`src/rtl/multiboot_ctrl.sv`:
```
// Warmboot/multiboot controller: a debounced button cycles or boots images, and the bootloader can boot any image by command.
// Latency: outputs are registered decodes, one cycle after each state change. There is no backpressure; boot_cmd is a one-cycle strobe and is ignored while armed.
module multiboot_ctrl #(
  parameter int NUM_IMAGES        = 4,
  parameter int DEFAULT_IMAGE     = 1,
  parameter int DEBOUNCE_CYCLES   = 120000,
  parameter int LONG_PRESS_CYCLES = 12000000,
  parameter int BOOT_DELAY_CYCLES = 24000,
  parameter bit BUTTON_ACTIVE_LOW = 1'b1
) (
  input  logic       clk,
  input  logic       reset,
  input  logic       button_raw,
  input  logic       boot_cmd,
  input  logic [1:0] cmd_image,
  output logic [1:0] image_sel,
  output logic [1:0] warmboot_s,
  output logic       warmboot_boot,
  output logic       busy,
  output logic       armed
);

  localparam int DB_W  = $clog2(DEBOUNCE_CYCLES + 1);
  localparam int LP_W  = $clog2(LONG_PRESS_CYCLES + 1);
  localparam int DLY_W = $clog2(BOOT_DELAY_CYCLES + 1);

  localparam logic [DB_W-1:0]  DB_LAST  = DB_W'(DEBOUNCE_CYCLES - 1);
  localparam logic [LP_W-1:0]  LP_LAST  = LP_W'(LONG_PRESS_CYCLES - 1);
  localparam logic [LP_W-1:0]  LP_MAX   = LP_W'(LONG_PRESS_CYCLES);
  localparam logic [DLY_W-1:0] DLY_LOAD = DLY_W'(BOOT_DELAY_CYCLES - 1);
  localparam logic [1:0]       DEF_IMG  = 2'(DEFAULT_IMAGE);
  localparam logic [1:0]       IMG_LAST = 2'(NUM_IMAGES - 1);
  localparam logic [2:0]       NUM_IMG3 = 3'(NUM_IMAGES);

  typedef enum logic [1:0] {
    ST_IDLE,
    ST_HELD,
    ST_ARMED,
    ST_BOOT
  } state_t;

  logic            r_sync1;
  logic            r_sync2;
  logic            r_deb;
  logic            r_deb_d;
  logic [DB_W-1:0] r_db_cnt;
  logic            w_lvl;
  logic            w_press;
  logic            w_release;

  state_t           r_state;
  state_t           w_state_nxt;
  logic [LP_W-1:0]  r_hold_cnt;
  logic [LP_W-1:0]  w_hold_nxt;
  logic [DLY_W-1:0] r_dly_cnt;
  logic [DLY_W-1:0] w_dly_nxt;
  logic [1:0]       r_image_sel;
  logic [1:0]       w_image_nxt;
  logic [1:0]       w_cmd_img;
  logic [1:0]       w_img_inc;

  logic [1:0] r_warmboot_s;
  logic       r_warmboot_boot;
  logic       r_busy;
  logic       r_armed;

  // Normalised so that 1 always means pressed.
  assign w_lvl     = r_sync2 ^ BUTTON_ACTIVE_LOW;
  assign w_press   = r_deb & ~r_deb_d;
  assign w_release = ~r_deb & r_deb_d;

  always_ff @(posedge clk) begin
    if (!reset) begin
      r_sync1  <= BUTTON_ACTIVE_LOW;
      r_sync2  <= BUTTON_ACTIVE_LOW;
      r_deb    <= 1'b0;
      r_deb_d  <= 1'b0;
      r_db_cnt <= '0;
    end else begin
      r_sync1 <= button_raw;
      r_sync2 <= r_sync1;
      r_deb_d <= r_deb;
      if (w_lvl == r_deb) begin
        r_db_cnt <= '0;
      end else if (r_db_cnt >= DB_LAST) begin
        r_deb    <= w_lvl;
        r_db_cnt <= '0;
      end else begin
        r_db_cnt <= r_db_cnt + DB_W'(1);
      end
    end
  end

  // Out-of-range command images fall back to the default image.
  assign w_cmd_img = ({1'b0, cmd_image} < NUM_IMG3) ? cmd_image : DEF_IMG;
  assign w_img_inc = (r_image_sel >= IMG_LAST) ? 2'd0 : r_image_sel + 2'd1;

  always_comb begin
    w_state_nxt = r_state;
    w_hold_nxt  = r_hold_cnt;
    w_dly_nxt   = r_dly_cnt;
    w_image_nxt = r_image_sel;
    case (r_state)
      ST_IDLE: begin
        if (boot_cmd) begin
          w_state_nxt = ST_ARMED;
          w_image_nxt = w_cmd_img;
          w_dly_nxt   = DLY_LOAD;
        end else if (w_press) begin
          w_state_nxt = ST_HELD;
          w_hold_nxt  = '0;
        end
      end
      ST_HELD: begin
        if (boot_cmd) begin
          w_state_nxt = ST_ARMED;
          w_image_nxt = w_cmd_img;
          w_dly_nxt   = DLY_LOAD;
        end else if (w_release) begin
          w_state_nxt = ST_IDLE;
          w_image_nxt = w_img_inc;
        end else if (r_hold_cnt >= LP_LAST) begin
          w_state_nxt = ST_ARMED;
          w_dly_nxt   = DLY_LOAD;
        end else if (r_hold_cnt != LP_MAX) begin
          w_hold_nxt = r_hold_cnt + LP_W'(1);
        end
      end
      ST_ARMED: begin
        // Only a fresh press cancels; the release ending a long press is ignored here.
        if (w_press) begin
          w_state_nxt = ST_IDLE;
        end else if (r_dly_cnt == '0) begin
          w_state_nxt = ST_BOOT;
        end else begin
          w_dly_nxt = r_dly_cnt - DLY_W'(1);
        end
      end
      ST_BOOT: begin
        w_state_nxt = ST_BOOT;
      end
      default: begin
        w_state_nxt = ST_IDLE;
      end
    endcase
  end

  always_ff @(posedge clk) begin
    if (!reset) begin
      r_state         <= ST_IDLE;
      r_hold_cnt      <= '0;
      r_dly_cnt       <= '0;
      r_image_sel     <= DEF_IMG;
      r_warmboot_s    <= DEF_IMG;
      r_warmboot_boot <= 1'b0;
      r_busy          <= 1'b0;
      r_armed         <= 1'b0;
    end else begin
      r_state         <= w_state_nxt;
      r_hold_cnt      <= w_hold_nxt;
      r_dly_cnt       <= w_dly_nxt;
      r_image_sel     <= w_image_nxt;
      r_warmboot_s    <= r_image_sel;
      r_warmboot_boot <= (r_state == ST_BOOT);
      r_busy          <= (r_state != ST_IDLE);
      r_armed         <= (r_state == ST_ARMED);
    end
  end

  assign image_sel     = r_image_sel;
  assign warmboot_s    = r_warmboot_s;
  assign warmboot_boot = r_warmboot_boot;
  assign busy          = r_busy;
  assign armed         = r_armed;

endmodule
```
`config.mk`:
```
export PLATFORM = sky130hd
export DESIGN_NAME = multiboot_ctrl
export DESIGN_NICKNAME = d
export VERILOG_FILES = /design/src/rtl/multiboot_ctrl.sv
export SDC_FILE = /design/constraint.sdc
export NUM_CORES = 1
export LEC_CHECK = 0
export BUFFER_PORTS_ARGS = -buffer_cell sky130_fd_sc_hd__buf_2
export CAP_MARGIN = 15
export CORE_MARGIN = 1
export CORE_UTILIZATION = 24
export CTS_BUF_LIST = sky130_fd_sc_hd__clkbuf_8
export DETAILED_ROUTE_END_ITERATION = 8
export HOLD_SLACK_MARGIN = 0.02
export PLACE_DENSITY_LB_ADDON = 0.25
export SLEW_MARGIN = 15
export SYNTH_ARGS = -nofsm -noshare
export SYNTH_HDL_FRONTEND = slang
export SYNTH_SLANG_ARGS = --single-unit
```
`constraint.sdc`:
```
create_clock -name clk -period 4.85 [get_ports clk]
set_clock_uncertainty 0.15 [all_clocks]
set_input_delay 0.485 -clock clk [delete_from_list [all_inputs] [get_ports clk]]
set_output_delay 0.485 -clock clk [all_outputs]
set_load 0.01 [all_outputs]
```
==> metrics.cfg <==
[floorplan]
start_util=0.2477
ioPinCount=13
die_w_um=122.2
core_mm2=0.01399
row_count=43
die-area_mm2=0.01492
die_y_um=122.2

[finish]
nNetsFinal=451
drive_gt1_frac=0.08315
n_antenna_cell=0
fin_util=0.2770
area_growth_pct=11.85

[yosys]
syn_avg_cell_area_um2=8.076
syn-cell-area_mm2=0.003465
syn_nets=440
synthFlopType=dfxtp_1
synth_cell_types=57
seq_area_frac_synth=0.3987
synth_edf_count=0
synth_seq_cells=69
syn_inst=429
yosys_warnings=0
ys_async_sr_fraction=0

[power]
leakagePower_nw=1.279
powerDensity_mw_per_mm2=303.0
vdd.ir_drop.worst_v=0.0001077

[drt]
via_per_inst=4.856
first_iter_violations=189
totalWireLength_mm=8.284
route.detailed.drc=0
dr.pass1.iters=4
num_vias=3035
wl_per_cell_um=13.25
postRouteAntennaNets=0

[timing]
max-slew-margin-rel=0.4914
final_max_slew_viol_count=0
hold_viol_final=0
tightest_slew_ps=762.1
fin_crit_sh=0.5354
fin_tns_setup_ps=0
fmax_mhz=385.1
setup_violations=0
post-route-min-period_ps=2597
rsz0062_at_grt=false

[placement]
port_buffers=12
gp_congestion=0.7580
hpwl_mm=5.964

[cts]
cts_sinks=69
cts-root-buf=clkbuf_8
cts-buffers-inserted=9
clock_latency_ps=360
tritoncts=yes
clk_pin_slew_ps=80
cts_buffer_depth=2
cts_resized=0
cts_setup_buffers=0
cts_htree_levels=3
hold_buffers=0

[hold_path]
hold_path.class=in2reg
min_from=button_raw
whs_path_depth=2
min_to=r_sync1

[global_route]
antenna_found_initial=0
grt_pass1_vias=2868
grt_pass1_wl_mm=14.05
grt.total_usage=0.1227
grt.overflow.total=0
grt_start_max_net_pins=24

[critical_path]
reg2reg_to=r_dly_cnt[7]
rr_worst_depth=7
slowest_delay_ps=500
crit_type=reg2reg
cp_cell_sequence=ha_1 > and4_1 > a31oi_1 > nor4_1 > o21a_1 > a21oi_1 > a311oi_1
slowest_stage=o21a_1
arrival_ps=2720
start_kind=flip-flop
reg2reg_from=r_hold_cnt[0]
required_ps=4970
critPathMaxFanout=13
rrSetupSlack_ps=2250
critPathCaptureType=flip-flop

[run]
cap_viol_max_count=0

[outcome]
status=completed

-- report_power, final --
part / internal [W] / switching [W] / total, W
clock: 0.000203 / 0.000236 / 0.000439
sequential: 0.000588 / 0.0000254 / 0.000614
combinational: 0.0000462 / 0.0000754 / 0.000122
total: 0.000837 / 0.000337 / 0.00117
-- registers in the layout, summed over array words and instances (netlist names), 2 cells and up --
signal,count
r_hold_cnt,24
image_sel,2
r_db_cnt,17
r_dly_cnt,15
warmboot_s,2
r_state,2
-- through the flow --
step / setup WS (ps) / power [W] / area, um^2 / hold slack, ps / cells
after floorplan: 2726 / 0.0007154 / 3465 / 236.3 / 429
after global placement: 2416 / 0.0007468 / 3690 / 245.3 / 609
after detailed placement: 2287 / 0.0007477 / 3690 / 251.6 / 609
after CTS: 2266 / 0.001195 / 3875 / 128.5 / 625
after global routing: 2035 / 0.001246 / 3875 / 131.8 / 625
final: 2253 / 0.001174 / 3875 / 147.6 / 625
-- cells in the mapped netlist (5+ instances only) --
cell type,n,area (um^2)
dfxtp_1,69,1381
a311oi_1,5,43.79
o31ai_1,7,52.55
nand4_1,9,56.30
or3_1,12,75.07
nand3_1,17,85.08
inv_1,15,56.30
nor3_1,10,50.05
or4_1,8,60.06
o21ai_0,18,90.09
and3_1,9,56.30
nand2b_1,11,68.82
clkbuf_1,6,22.52
xnor2_1,8,70.07
nand2_1,44,165.2
a21oi_1,31,155.2
nor2_1,61,229.0
a211oi_1,6,45.04
ha_1,5,62.56
a31oi_1,7,43.79
xor2_1,12,105.1
-- layer usage --
layer	vias up	routed length, um	global-route usage
met1	1406	4299	0.1614
met2	43	3534	0.1840
met3	11	278	0.02715
met5	-	0	0
met4	0	172	0.06936
li1	1575	-	-
-- cell families after synthesis --
logic type                 Yosys count  share of synthesized area
adders and majority gates            5                    0.01806
DFF                                 69                     0.3987
xor gates and xnor gates            20                    0.05056
and+or+nand+nor                    209                     0.3099
buffers and inverters               27                    0.03358
muxes                                1                   0.002889
AOI/OAI and AO/OA                   98                     0.1864
-- worst max-delay path, delay by kind of cell (launching register included) --
kind / cells / cell delay (ps)
compound gates: 4 / 1020
flops: 1 / 410
fa+ha+maj: 1 / 230
simple gates: 2 / 700
-- cell usage in the layout (no fill, tap or decap), drive strengths merged, types with 5 or more instances in the layout --
cell    Yosys  routed
a211oi      6       6
a21oi      31      31
a311oi      5       5
a31oi       7       7
and3        9       9
buf         6      12
clkbuf      6      10
dfxtp      69      69
ha          5       5
inv        15      16
nand2      44      44
nand2b     11      11
nand3      18      18
nand4       9       9
nor2       62      62
nor3       10      10
nor4        5       5
o21ai      20      20
o31ai       7       7
or3        12      12
or4         8       8
xnor2       8       8
xor2       12      12
-- layout make-up --
class,instances,area (um^2)
Tap cell,180,225.2
Multi-Input combinational cell,333,1967
Clock inverter,6,47.55
Clock buffer,10,137.6
Fill cell,1517,10110
Sequential cell,69,1381
Inverter,15,56.30
Timing Repair Buffer,12,60.06
-- how the worst max path moves through the flow --
stage / from / to / depth (start not counted)
CTS: r_hold_cnt[0] / r_dly_cnt[7] / 7
global placement: r_hold_cnt[0] / r_dly_cnt[10] / 7
finish: r_hold_cnt[0] / r_dly_cnt[7] / 7
global route: r_hold_cnt[0] / r_dly_cnt[7] / 7
floorplan: r_hold_cnt[0] / r_dly_cnt[10] / 8
detailed placement: r_hold_cnt[0] / r_dly_cnt[7] / 7
(Power assumes the default switching activity.)
